## config.mk

```make
export PLATFORM = sky130hd
export DESIGN_NAME = et_sng
export DESIGN_NICKNAME = d
export VERILOG_FILES = /design/src/rtl/et_sng_pkg.sv /design/src/rtl/et_sng_rns_step.sv /design/src/rtl/et_sng.sv
export SDC_FILE = /design/constraint.sdc
export NUM_CORES = 1
export LEC_CHECK = 0
export BUFFER_PORTS_ARGS = -buffer_cell sky130_fd_sc_hd__buf_2
export CAP_MARGIN = 20
export CORE_MARGIN = 2
export CORE_UTILIZATION = 25
export CTS_CLUSTER_DIAMETER = 150
export DETAILED_ROUTE_END_ITERATION = 6
export PLACE_DENSITY = 0.44
export SETUP_SLACK_MARGIN = 0.1
export SLEW_MARGIN = 0
export SYNTH_ARGS = -nofsm -noshare
export SYNTH_HDL_FRONTEND = slang
export SYNTH_SLANG_ARGS = --single-unit
```

## constraint.sdc

```tcl
create_clock -name clk -period 2.05 [get_ports clk]
set_input_delay 0.205 -clock clk [delete_from_list [all_inputs] [get_ports clk]]
set_output_delay 0.205 -clock clk [all_outputs]
set_load 0.03 [all_outputs]
```

## src/rtl/et_sng_pkg.sv

```systemverilog
// Shared types and bit helpers for the early-terminating SNG.
// Helpers work on 32-bit containers; callers pass the live width.
package et_pkg;
  typedef enum logic [1:0] {IDLE, RUN, DONE} et_state_e;

  function automatic logic [31:0] rev32(input logic [31:0] x);
    logic [31:0] r;
    r = '0;
    for (int i = 0; i < 32; i++) r[i] = x[31-i];
    return r;
  endfunction

  // Reverse the low w bits; bits above w are discarded.
  function automatic logic [31:0] bit_rev(input logic [31:0] x, input int w);
    return rev32(x) >> (32 - w);
  endfunction

  // Next submask of m in van der Corput order: count in the reversed domain
  // with skipped positions forced to 1 so the carry jumps over them.
  function automatic logic [31:0] masked_inc(input logic [31:0] r, input logic [31:0] m,
                                             input int w);
    logic [31:0] rr, mr;
    rr = bit_rev(r, w);
    mr = bit_rev(m, w);
    return bit_rev(((rr | ~mr) + 32'd1) & mr, w);
  endfunction

  function automatic int popcount(input logic [31:0] x);
    int c;
    c = 0;
    for (int i = 0; i < 32; i++) c += int'(x[i]);
    return c;
  endfunction
endpackage

```

## src/rtl/et_sng_rns_step.sv

```systemverilog
// One RNS group step: next submask in van der Corput order plus wrap flag.
module et_rns_step
  import et_pkg::*;
#(
  parameter int W = 4
) (
  input  logic [W-1:0] r,
  input  logic [W-1:0] M,
  output logic [W-1:0] r_next,
  output logic         wrap
);
  logic [31:0] w_full;

  assign w_full = masked_inc(32'(r), 32'(M), W);
  assign r_next = w_full[W-1:0];
  assign wrap   = ~|r_next;
endmodule

```

## src/rtl/et_sng.sv

```systemverilog
// Early-terminating stochastic number generator: N comparator streams driven
// by S_GROUPS masked RNS counters chained as an odometer, valid/ready output.
module et_sng
  import et_pkg::*;
#(
  parameter int W        = 4,
  parameter int N        = 2,
  parameter int S_GROUPS = 1
) (
  input  logic                       clk,
  input  logic                       rst_n,
  input  logic                       start,
  input  logic [N-1:0][W-1:0]        Bxs,
  input  logic [S_GROUPS-1:0][W-1:0] S,
  input  logic [W-1:0]               k_init,
  output logic                       busy,
  output logic [N-1:0]               bs,
  output logic                       bs_valid,
  input  logic                       bs_ready,
  output logic                       bs_last,
  output logic [W-1:0]               k_scale,
  output logic [W:0]                 beat_cnt
);
  et_state_e                  r_state, w_state_nxt;
  logic [N-1:0][W-1:0]        r_bx;
  logic [S_GROUPS-1:0][W-1:0] r_m, r_rns, w_rns_nxt;
  logic [S_GROUPS-1:0]        w_wrap, w_step;
  logic [W-1:0]               r_k;
  logic [W:0]                 r_cnt;
  logic                       w_xfer, w_accept;

  assign bs_valid = (r_state == RUN);
  assign busy     = bs_valid;
  assign bs_last  = bs_valid & (&w_wrap);
  assign w_xfer   = bs_valid & bs_ready;
  assign w_accept = (r_state == IDLE) & start;
  assign k_scale  = r_k;
  assign beat_cnt = r_cnt;

  // Group g+1 advances only when every lower group wraps on this beat.
  for (genvar g = 0; g < S_GROUPS; g++) begin : g_grp
    et_rns_step #(.W(W)) u_step (
      .r     (r_rns[g]),
      .M     (r_m[g]),
      .r_next(w_rns_nxt[g]),
      .wrap  (w_wrap[g])
    );
    if (g == 0) begin : g_first
      assign w_step[g] = w_xfer;
    end else begin : g_chain
      assign w_step[g] = w_step[g-1] & w_wrap[g-1];
    end
  end

  for (genvar j = 0; j < N; j++) begin : g_bs
    localparam int G = (S_GROUPS == 1) ? 0 : j;
    assign bs[j] = (r_bx[j] > r_rns[G]);
  end

  always_comb begin
    w_state_nxt = r_state;
    case (r_state)
      IDLE:    if (start) w_state_nxt = RUN;
      RUN:     if (w_xfer && bs_last) w_state_nxt = DONE;
      DONE:    w_state_nxt = IDLE;
      default: w_state_nxt = IDLE;
    endcase
  end

  always_ff @(posedge clk or negedge rst_n) begin
    if (!rst_n) r_state <= IDLE;
    else        r_state <= w_state_nxt;
  end

  always_ff @(posedge clk or negedge rst_n) begin
    if (!rst_n) begin
      r_bx  <= '0;
      r_m   <= '0;
      r_rns <= '0;
      r_k   <= '0;
      r_cnt <= '0;
    end else if (w_accept) begin
      r_bx  <= Bxs;
      r_m   <= ~S;
      r_k   <= k_init;
      r_rns <= '0;
      r_cnt <= '0;
    end else if (w_xfer) begin
      if (r_cnt != '1) r_cnt <= r_cnt + 1'b1;
      for (int g = 0; g < S_GROUPS; g++)
        if (w_step[g]) r_rns[g] <= w_rns_nxt[g];
    end
  end
endmodule

```

-- Word-level counts from Yosys, hierarchy flattened
Index checks and enable logic that the tools add are counted.
- reduce and logical (&&, ||, !) cells: 8
- bitwise logic cells: 7
- multiplexer cells: 8
- $add $sub $neg: 2
- eq/ne operators: 4
- magnitude comparators: 2
- operators by type and width (operator ; count):
    $mux 5 ; 3
    $gt 4x4->1 ; 2
    $mux 4 ; 2
    $not 4->4 ; 2
    $add 5x1->5 const B ; 1
    $ne 5x5->1 const B ; 1
    $add 4x1->4 const B ; 1
    $and 4x4->4 ; 1
    $mux 2 ; 2
    $or 4x4->4 ; 1
    $pmux 2 s2 ; 1
    $reduce_and 2->1 ; 2
    $reduce_bool 2->1 ; 2
    $reduce_or 4->1 ; 1
    $and 1x1->1 ; 3
    $eq 2x1->1 const B ; 1
    $logic_not 2->1 ; 1
    $ne 2x1->1 const B ; 1
    $ne 2x2->1 const B ; 1
    $logic_and 1x1->1 ; 1
    $logic_not 1->1 ; 1
- register bits after elaboration: 27
- output and inout port bits: 14

-- Logic depth before layout (Yosys ltp)
- depth in word-level cells: 10
- gate-level depth with buffers: 8
- mapped depth without buffers: 7

-- Cells and area by module
A second synthesis with hierarchy kept.
- cell total of the unflattened synthesis: 146
- area, all modules: 1398.8 µm²
- by module, submodules not included (module ; area an instance (µm²) ; instances ; seq. area each (µm²) ; cells each):
    et_sng ; 1285.0 ; 1 ; 675.6 ; 129
    et_rns_step ; 113.9 ; 1 ; 0.0 ; 17

-- Least setup slack after synthesis
No wires, ideal clock.
- path kind: reg-to-output
- from: register r_rns[2] (netlist bit)
- to: output bs_last
- cell stages (with the launch flop): 6
- arrival time: 2.054 ns
- slack: -0.209 ns
- path buffers: 0
- cell sequence: dfrtp_1 -> nand2b_1 -> ha_1 -> a222oi_1 -> nand3_1 -> nor3b_1
- longest elaborated chain between the ends: 6
- ends and longest elaborated chain (item ; RTL line ; RTL):
    start, declared ; et_sng.sv:26 ; logic [S_GROUPS-1:0][W-1:0] r_m, r_rns, w_rns_nxt;
    start signal, assigned by index ; et_sng.sv:91 ; if (w_step[g]) r_rns[g] <= w_rns_nxt[g];
    $or 4x4->4 ; et_sng_pkg.sv:25 ; return bit_rev(((rr | ~mr) + 32'd1) & mr, w);
    $add 4x1->4 ; et_sng_pkg.sv:25 ;
    $and 4x4->4 ; et_sng_pkg.sv:25 ;
    $reduce_or 4->1 ; et_sng_rns_step.sv:16 ; assign wrap = ~|r_next;
    $logic_not 1->1 ; et_sng_rns_step.sv:16 ;
    $and 1x1->1 ; et_sng.sv:34 ; assign bs_last = bs_valid & (&w_wrap);
    end, declared ; et_sng.sv:20 ; output logic bs_last,
Every way passes these cells.

-- Worst setup path after layout
- from: register r_rns[3] (netlist bit)
- to: output bs_last
Same word-level chain as after synthesis.

==> results.toml <==
[finish]
ff_latch_area_um2 = 675.6
layout_commonest_cell = "nand2_1"
syn_to_final_growth_pct = 34.19
diodes = 0
final_core_util = 0.3541
fin_nets = 216
final_cell_mix = "nand2_1 (40), buf_2 (30), dfrtp_1 (27), buf_4 (11)"
fill_cells = 542
multi_input_area_um2 = 728.2
drive_above_1_share = 0.3152

[global_route]
grt-ovfl-total = 0
grt_pass1_vias = 1200
grt_max_degree = 28
grt_pass1_wl_um = 5678
grt_usage = 0.1172
antenna_found_initial = 0

[sta]
rsz0062_at_grt = "yes"
slew_headroom = 0.5582
finalCriticalPeriod_ps = 2131
finalSetupViolCount = 1
hold_viol_final = 0
fmax_mhz = 469.2
fin_crit_sh = 1.040
drv_slew = 0
setup_slack_ps = -81.20
tightest_slew_ps = 661.2
fin_skew_ps = 2.367

[clock_tree]
clk_path_buf_depth = 2
cts_sinks = 27
htree_levels = 1
cts_tree = "done"
numCtsBuffers = 3
cts-root-buf = "clkbuf_8"
clock_latency_ps = 270
clkTransAtPathRegs_ps = 90

[drt]
drc = 0
wl_um = 3172
dr.first_iter.drc_count = 24
drtAntennaViolNets = 0
firstDrtPassIters = 4
vias = 1109
avgViaCountPerCell = 4.366
wire_per_inst_um = 12.49

[synth]
synth_top_area_frac = 0.4950
synth_seq_cells = 27
synthesis.area_um2 = 1365
yosysSeqAreaShare = 0.4950
synthTopCellsByArea = "dfrtp_1 (49%), nand2_1 (11%), ha_1 (10%), o21a_1 (3.8%), a32o_1 (2.2%)"
ys_warn_count = 0
synthCells = 141
avgSynthCellArea_um2 = 9.681
synth_nets = 172
yosysTopAreaCell = "dfrtp_1"
synthDistinctLibCells = 27

[power_and_ir_drop]
clock_power_share = 0.091
power.density_nw_per_um2 = 1793
p_leak_nw = 0.9219
vdd_drop_max_mv = 0.8907
p_switching_mw = 1.430
comb_power_share = 0.621
sw_frac_of_total = 0.4356
internal_power_mw = 1.853
p_seq_frac = 0.288

[worst_setup_path]
endpoint = "bs_last"
required_ps = 1850
path_class = "reg2out"
arrival_ps = 1930
cp_cell_sequence = "nand2b_4, ha_4, a222oi_1, nand3_1, nor3b_4, buf_6"
ff2ff_path_depth = 8
r2r-start = "beat_cnt[0]$_DFFE_PN0P_"
cpMaxStageDelayCell = "dfrtp_1"
timing.rr.end = "beat_cnt[3]$_DFFE_PN0P_"
crit_path_start_kind = "flop"
startpoint = "r_rns[3]$_DFFE_PN0P_"
crit_fanout = 2
end_kind = "primary output"
max_stage_delay_ps = 380
reg2reg_slack_ps = 240

[die]
core_um2 = 5172
num_rows = 26
io_pins = 34
dieArea_um2 = 6068
die_x_um = 77.90
initial_core_util = 0.2639
die_h_um = 77.90

[run_status]
violations = "setup timing"
outcome = "finished with violations"

[hold_path]
hold_class = "in2reg"

[flow_run]
maxCapViolations = 0

[place]
place_ws_ps = 23.04
hpwl_um = 2282
gp_congestion = 0.8657
io_buffers = 33
synth_stat cells, drive strengths merged:
cell type  number
o22a            1
dfrtp          27
clkbuf          1
xor2            3
buf             5
nand2b          3
xnor2           2
o21ai           7
nor4bb          1
nor2b           4
nor2            7
nand4           3
and2            2
a222oi          1
o21a            7
ha             11
a32o            3
nand3           2
nand4b          1
nand2          40
inv             5
mux2i           2
a21o            1
and3            1
nor3b           1
worst min path at each step:
| stage | start | to | cells after the start |
|---|---|---|---|
| 5_1_grt | k_init[3] | k_scale[3]$_DFFE_PN0P_ | 3 |
| 6_report | S[2] | r_m[2]$_DFFE_PN0P_ | 2 |
| 2_1_floorplan | rst_n | beat_cnt[0]$_DFFE_PN0P_ | 0 |
| 4_1_cts | S[2] | r_m[2]$_DFFE_PN0P_ | 2 |
| 3_5_place_dp | rst_n | k_scale[1]$_DFFE_PN0P_ | 1 |
| 3_3_place_gp | rst_n | k_scale[1]$_DFFE_PN0P_ | 1 |
registers in the layout (all words and copies together), names as in the netlist:
name / flops
r_bx: 8
k_scale: 4
r_state: 2
r_m: 4
beat_cnt: 5
r_rns: 4
metrics by stage:
step / instances / hold slack, ps / cell area [µm²] / power [mW] / setup TNS (ps)
final: 254 / 116.1 / 1832 / 3.283 / -81.20
after global routing: 254 / 116.0 / 1832 / 3.588 / -282.2
after CTS: 251 / 104.1 / 1784 / 3.214 / -151.7
after detailed placement: 241 / 260.9 / 1620 / 2.583 / 0
after global placement: 241 / 262.5 / 1620 / 2.512 / 0
after floorplan: 141 / -90.59 / 1376 / 2.152 / 0
final cells by class:
class / instances / share of cell area
multi-input combinational: 103 / 0.3975
clock buffer: 4 / 0.02459
timing repair buffer: 45 / 0.1510
sequential: 27 / 0.3689
tap: 70 / 0.04781
inverter: 5 / 0.01025
cells by family (layout without fill, tap and decap cells):
logic type,count (synthesis),after routing,share of synthesized area
mux,2,2,0.01467
compound gates,20,20,0.1054
flops,27,27,0.4950
fa+ha+maj,11,11,0.1008
xor+xnor,5,5,0.03209
simple gates,65,65,0.2154
buf+inv,11,54,0.03667
power groups by stage:
stage	combinational [mW]	clock, mW	sequential (mW)
floorplan	1.14	0	1.01
global placement	1.57	0	0.941
detailed placement	1.63	0	0.951
CTS	1.94	0.325	0.951
global route	2.25	0.348	0.987
finish	2.04	0.298	0.947
critical path, delay by kind of cell, from the launching register on:
family	cells	cell delay, ps
fa+ha+maj	1	240
flops	1	380
compound gates	1	310
buf+inv	1	150
simple gates	3	580
per-layer routing:
metal	share of wire	global-route usage
met5	0	0
met3	0.040	0.02558
met2	0.49	0.1983
met4	0.0091	0.04035
met1	0.46	0.1474
what timing repair did:
action,4_1_cts,5_1_grt
endpoints found under the setup margin,3,5
endpoints found under the hold margin,27,0
buffers inserted,5,3
pin swaps,6,5
resized for setup,12,4
hold buffers,1,0
Note: power is estimated with default switching activity, not from simulation.
